**config.mk**
```make
export PLATFORM = sky130hd
export DESIGN_NAME = sha3_host_ctrl
export DESIGN_NICKNAME = d
export VERILOG_FILES = /design/src/rtl/sha3_host_ctrl.sv
export SDC_FILE = /design/constraint.sdc
export NUM_CORES = 1
export LEC_CHECK = 0
export ABC_AREA = 0
export CELL_PAD_IN_SITES_DETAIL_PLACEMENT = 1
export CELL_PAD_IN_SITES_GLOBAL_PLACEMENT = 2
export CORE_MARGIN = 2
export CORE_UTILIZATION = 30
export DETAILED_ROUTE_END_ITERATION = 8
export HOLD_SLACK_MARGIN = 0.03
export PLACE_DENSITY_LB_ADDON = 0.15
export SETUP_SLACK_MARGIN = 0.5
export SLEW_MARGIN = 25
export SYNTH_ARGS = -nofsm -noshare
export SYNTH_HDL_FRONTEND = slang
export SYNTH_SLANG_ARGS = --single-unit
```
**constraint.sdc**
```tcl
create_clock -name clk -period 2.6 [get_ports clk]
set_input_delay 0.26 -clock clk [delete_from_list [all_inputs] [get_ports clk]]
set_output_delay 0.26 -clock clk [all_outputs]
set_load 0.05 [all_outputs]
```
**src/rtl/sha3_host_ctrl.sv**
```systemverilog
// sha3_host_ctrl
// Host-side master for a SHA3 core stream interface. A start command with a
// non-zero length streams that many 64-bit words from a ready/valid source
// straight into the core, flagging the final word with in_done. The controller
// then gathers DIGEST_WORDS output words into a parallel digest register and
// holds it until the consumer acknowledges.
//
// Ports
//   clk, rst_n                 clock (rising edge), async active-low reset
//   start, msg_len             command pulse and message length in words
//   src_valid/src_ready/src_data   message source (ready/valid)
//   in_valid/in_ready/in_data/in_done  message stream to the core
//   out_valid/out_ready/out_data   digest stream from the core
//   busy                       core reports a hash in progress
//   digest, digest_valid       assembled digest (first word in [63:0])
//   digest_ack                 consumer ack; leaves HOLD or ERR
//   timeout_err                core stalled too long between digest words
//   idle                       controller is waiting for a command
module sha3_host_ctrl #(
    parameter int DIGEST_WORDS = 4,
    parameter int LEN_W        = 16,
    parameter int TIMEOUT_CYC  = 1024
) (
    input  logic                      clk,
    input  logic                      rst_n,
    input  logic                      start,
    input  logic [LEN_W-1:0]          msg_len,
    input  logic                      src_valid,
    output logic                      src_ready,
    input  logic [63:0]               src_data,
    output logic                      in_valid,
    input  logic                      in_ready,
    output logic [63:0]               in_data,
    output logic                      in_done,
    input  logic                      out_valid,
    output logic                      out_ready,
    input  logic [63:0]               out_data,
    input  logic                      busy,
    output logic [64*DIGEST_WORDS-1:0] digest,
    output logic                      digest_valid,
    input  logic                      digest_ack,
    output logic                      timeout_err,
    output logic                      idle
);

    localparam int WIDX_W = (DIGEST_WORDS > 1) ? $clog2(DIGEST_WORDS) : 1;
    localparam int TMR_W  = (TIMEOUT_CYC > 0) ? $clog2(TIMEOUT_CYC + 1) : 1;
    localparam logic [WIDX_W-1:0] WIDX_LAST = WIDX_W'(DIGEST_WORDS - 1);
    localparam logic [TMR_W-1:0]  TMR_LAST  = TMR_W'((TIMEOUT_CYC > 0) ? TIMEOUT_CYC - 1 : 0);

    typedef enum logic [2:0] {
        S_IDLE,
        S_FEED,
        S_COLLECT,
        S_HOLD,
        S_ERR
    } state_t;

    state_t             state_q, state_d;
    logic [LEN_W-1:0]   remaining_q, remaining_d;
    logic [WIDX_W-1:0]  widx_q, widx_d;
    logic [TMR_W-1:0]   timer_q, timer_d;
    logic               dig_we;

    always_ff @(posedge clk or negedge rst_n) begin
        if (!rst_n) begin
            state_q     <= S_IDLE;
            remaining_q <= '0;
            widx_q      <= '0;
            timer_q     <= '0;
        end else begin
            state_q     <= state_d;
            remaining_q <= remaining_d;
            widx_q      <= widx_d;
            timer_q     <= timer_d;
        end
    end

    always_comb begin
        state_d     = state_q;
        remaining_d = remaining_q;
        widx_d      = widx_q;
        timer_d     = timer_q;
        dig_we      = 1'b0;
        in_valid    = 1'b0;
        in_done     = 1'b0;
        src_ready   = 1'b0;
        out_ready   = 1'b0;
        in_data     = src_data;

        case (state_q)
            S_IDLE: begin
                if (start && (msg_len != '0) && !busy) begin
                    state_d     = S_FEED;
                    remaining_d = msg_len;
                end
            end
            S_FEED: begin
                // Zero-latency pass-through: source and core handshake directly.
                in_valid  = src_valid;
                src_ready = in_ready;
                in_done   = src_valid && (remaining_q == LEN_W'(1));
                if (src_valid && in_ready) begin
                    remaining_d = remaining_q - LEN_W'(1);
                    if (remaining_q == LEN_W'(1)) begin
                        state_d = S_COLLECT;
                        widx_d  = '0;
                        timer_d = '0;
                    end
                end
            end
            S_COLLECT: begin
                out_ready = 1'b1;
                if (out_valid) begin
                    // A word arriving on the expiry cycle still counts.
                    dig_we  = 1'b1;
                    timer_d = '0;
                    if (widx_q == WIDX_LAST) begin
                        state_d = S_HOLD;
                    end else begin
                        widx_d = widx_q + WIDX_W'(1);
                    end
                end else if ((TIMEOUT_CYC != 0) && (timer_q == TMR_LAST)) begin
                    state_d = S_ERR;
                end else if (timer_q != '1) begin
                    timer_d = timer_q + TMR_W'(1);
                end
            end
            S_HOLD, S_ERR: begin
                if (digest_ack) begin
                    state_d = S_IDLE;
                end
            end
            default: state_d = S_IDLE;
        endcase
    end

    // One register per digest word, loaded when its index is being collected.
    genvar gi;
    generate
        for (gi = 0; gi < DIGEST_WORDS; gi++) begin : g_word
            logic [63:0] word_q;
            always_ff @(posedge clk or negedge rst_n) begin
                if (!rst_n) begin
                    word_q <= '0;
                end else if (dig_we && (widx_q == WIDX_W'(gi))) begin
                    word_q <= out_data;
                end
            end
            assign digest[64*gi +: 64] = word_q;
        end
    endgenerate

    assign digest_valid = (state_q == S_HOLD);
    assign timeout_err  = (state_q == S_ERR);
    assign idle         = (state_q == S_IDLE);

endmodule

```
==> impl_metrics.env <==
export IMPL_die_area_um2=45500
export IMPL_power_density_cell_area_nw_per_um2=604
export IMPL_setup_violations_final=0
export IMPL_globalRouteTotalUtil_pct=17.8
export IMPL_share_of_power_burned_in_the_clock_network_pct=46.3
export IMPL_status="finished, final reports clean"
export IMPL_global_route_wire_length_before_repair_um=60600
export IMPL_placeableCoreArea_um2=43200
export IMPL_final_setup_tns_ns=0
export IMPL_clockBufferDepth=3
export IMPL_mean_routed_wirelength_per_cell_um=23.2
export IMPL_final_cell_mix="336 x clkdlybuf4s50_1, 286 x dfrtp_1, 240 x mux2_4"
export IMPL_placement_rows=76
export IMPL_yosys_cell_types_count=59
export IMPL_vdd_drop_max_v=0.000319
export IMPL_routabilityCongestion=0.776
export IMPL_final_layout_size_suffix_gt1_share_pct=32.7
export IMPL_achievable_frequency_mhz=438
export IMPL_flow_area_growth_from_synthesis_pct=41.8
export IMPL_grt_max_degree=61
export IMPL_synth_yosys_seq_area_share_pct=54.8
export IMPL_layout_nets=1364
export IMPL_post_route_drc_count=0
export IMPL_netlist_instances=859
export IMPL_grt_setup_unrepaired="yes"
export IMPL_num_antenna_cells=0
export IMPL_clkSlewWorstSetupHoldPaths_ns=0.06
export IMPL_synth_enable_flop_cells=0
export IMPL_grtUsageMet2_pct=29.2
export IMPL_place_detailed_instances=1719
export IMPL_critPathKind="flip-flop to output pin"
export IMPL_place_port_buffers=350
export IMPL_cts_made_buffers=36
export IMPL_placement_setup_worst_slack_ns=0.231
export IMPL_post_route_worst_setup_slack_ns=0.317
export IMPL_nFillCells=4398
export IMPL_worst_slew_pin_transition_ns=0.644
export IMPL_fin_cells=1816
export IMPL_cell_internal_pwr_mw=8.36
export IMPL_cp_required_ns=2.34
export IMPL_hold_ws_ns=0.256
export IMPL_num_io_pins=479
export IMPL_grt_overflow_total=0
export IMPL_hold_path_class="input port to async pin"
export IMPL_period_minus_slack_ns=2.28
export IMPL_power_switching_fraction_pct=25.7
export IMPL_share_comb_of_total_power_pct=11.4
export IMPL_first_global_vias=8968
export IMPL_worst_ep_arrival_time_ns=2.02
export IMPL_dominantRegCellSynth="dfrtp_1"
export IMPL_reported_max_cap_violation_count=0
export IMPL_syn_nets=1018
export IMPL_crit_path_max_fanout=2
export IMPL_end_kind="output pin"
export IMPL_synth_cell_area_um2=13100
export IMPL_async_flop_share_pct=100
export IMPL_drtIter0Drc=343
export IMPL_die_height_um=213
export IMPL_globalRouteMet1Util_pct=22.8
export IMPL_ant_nets=0
export IMPL_finalClockSkew_ns=0.0226
export IMPL_power_switching_mw=2.89
export IMPL_final_max_slew_viol_count=0
export IMPL_initial_utilization_pct=30.4
export IMPL_power_static_leakage_nw=9.26
export IMPL_cp_start_kind="flip-flop"
export IMPL_global_route_usage_met3_pct=5.84
export IMPL_grt_antenna_before_repair=1
export IMPL_half_perimeter_wire_length_of_the_detailed_placement_result_um=28400
export IMPL_worst_skew_pair_later_pin_latency_ns=0.55
export IMPL_avgViaCountPerCell=4.56
export IMPL_mostFrequentLayoutCell="clkdlybuf4s50_1"
export IMPL_cts_sink_count=288
export IMPL_cts_max_level=2
export IMPL_synthesis_yosys_warnings=0
export IMPL_cts_tree="yes"
export IMPL_share_seq_of_total_power_pct=42.3
export IMPL_finish_utilization_pct=43.2
export IMPL_timing_hold_violations_final=0
export IMPL_synth_area_per_cell_um2=15.3
export IMPL_firstDrtPassIters=6
export IMPL_grt_most_used_layer="met2"
export IMPL_clock_tree_root_cell="clkbuf_16"
export IMPL_detail_route_wirelength_um=42200
export IMPL_synth_ff_latch_count=288
export IMPL_fp_dieW_um=213
export IMPL_timing_final_crit_share_pct=87.8
export IMPL_via_count=8282
export IMPL_worst_slew_margin_rel_pct=57.2
[synthesized netlist by cell type (6+ instances only)]
cell,count,area [um^2]
a21oi_1,22,110
a31oi_1,9,56.3
buf_4,65,488
buf_6,24,270
clkbuf_1,9,33.8
dfrtp_1,288,7210
ha_1,7,87.6
inv_1,9,33.8
mux2_2,16,180
mux2_4,240,3600
nand2_1,25,93.8
nand3_1,14,70.1
nand4_1,7,43.8
nor2_1,16,60.1
nor3_1,6,30.0
o21ai_0,21,105
[path summary, 6_finish.rpt]
path                                                 start                                to  slack, ns  cells past startpoint
worst max-delay path            remaining_q[6]$_DFFE_PN0P_                           in_done       0.32                      5
worst min-delay path                                 rst_n  g_word[1].word_q[15]$_DFFE_PN0P_       0.26                      2
worst max register to register      state_q[2]$_DFFE_PN0P_  g_word[2].word_q[29]$_DFFE_PN0P_       0.52                      7
worst min register to register      state_q[1]$_DFFE_PN0P_            state_q[1]$_DFFE_PN0P_       0.50                      1
max in group asynchronous                            rst_n        remaining_q[5]$_DFFE_PN0P_       1.56                      3
min in group clk                                msg_len[0]        remaining_q[0]$_DFFE_PN0P_       0.36                      3
[power by group through the flow]
stage	registers [mW]	clock network, mW	logic (mW)
3_5_place_dp	4.85	0	1.17
5_1_grt	4.78	5.57	1.42
2_1_floorplan	4.81	0	0.900
4_1_cts	4.76	5.40	1.27
3_3_place_gp	4.85	0	1.16
6_report	4.76	5.21	1.29
[critical path, stage by stage, from the launching register on]
cell and delay (ns):
dfrtp_1 0.37, or3_4 0.41, nor3_4 0.19, nand2_2 0.12, nor3b_4 0.24, buf_12 0.17
[layout make-up]
type | instances | area, um^2 | area share (%)
Inverter | 10 | 50.0 | 0.269
Tap cell | 585 | 732 | 3.93
Sequential cell | 288 | 7210 | 38.7
Clock inverter | 9 | 160 | 0.860
Multi-Input combinational cell | 463 | 5220 | 28.0
Clock buffer | 55 | 1060 | 5.70
Timing Repair Buffer | 406 | 4200 | 22.5
[stage by stage]
stage                     total power [mW]  instance area [um^2]
final                                 11.3                 18600
after global placement                6.01                 16900
after floorplan                       5.71                 13200
after detailed placement              6.02                 16900
after CTS                             11.4                 18300
after global routing                  11.8                 18600
[per-layer routing]
| layer | wire [um] | share of wire, % |
|---|---|---|
| met1 | 18300 | 43 |
| met2 | 20100 | 48 |
| met3 | 3110 | 7.4 |
| met4 | 656 | 1.6 |
| met5 | 13 | 0.031 |
[repair_timing]
item | in CTS | in global routing
endpoints found under the setup margin | 209 | 76
resized for setup | 31 | 19
hold buffers | 1 | 0
hold endpoints to repair | 47 | 0
pin swaps | 10 | 5
buffers inserted | 14 | 7
gates cloned | 3 | 8
[kinds of logic after synthesis]
kind of cell | synth area share (%)
flip-flops | 54.8
multiplexers | 28.9
AO/OA/AOI/OAI | 4.08
adder cells (fa/ha/maj) | 0.667
buffers and inverters | 6.54
AND/OR/NAND/NOR | 4.92
[state kept, by name (all words and copies together), names as in the netlist]
signal	cells
g_word.word_q	256
remaining_q	16
timer_q	11
state_q	3
widx_q	2
Note: power is estimated with default switching activity, not from simulation.
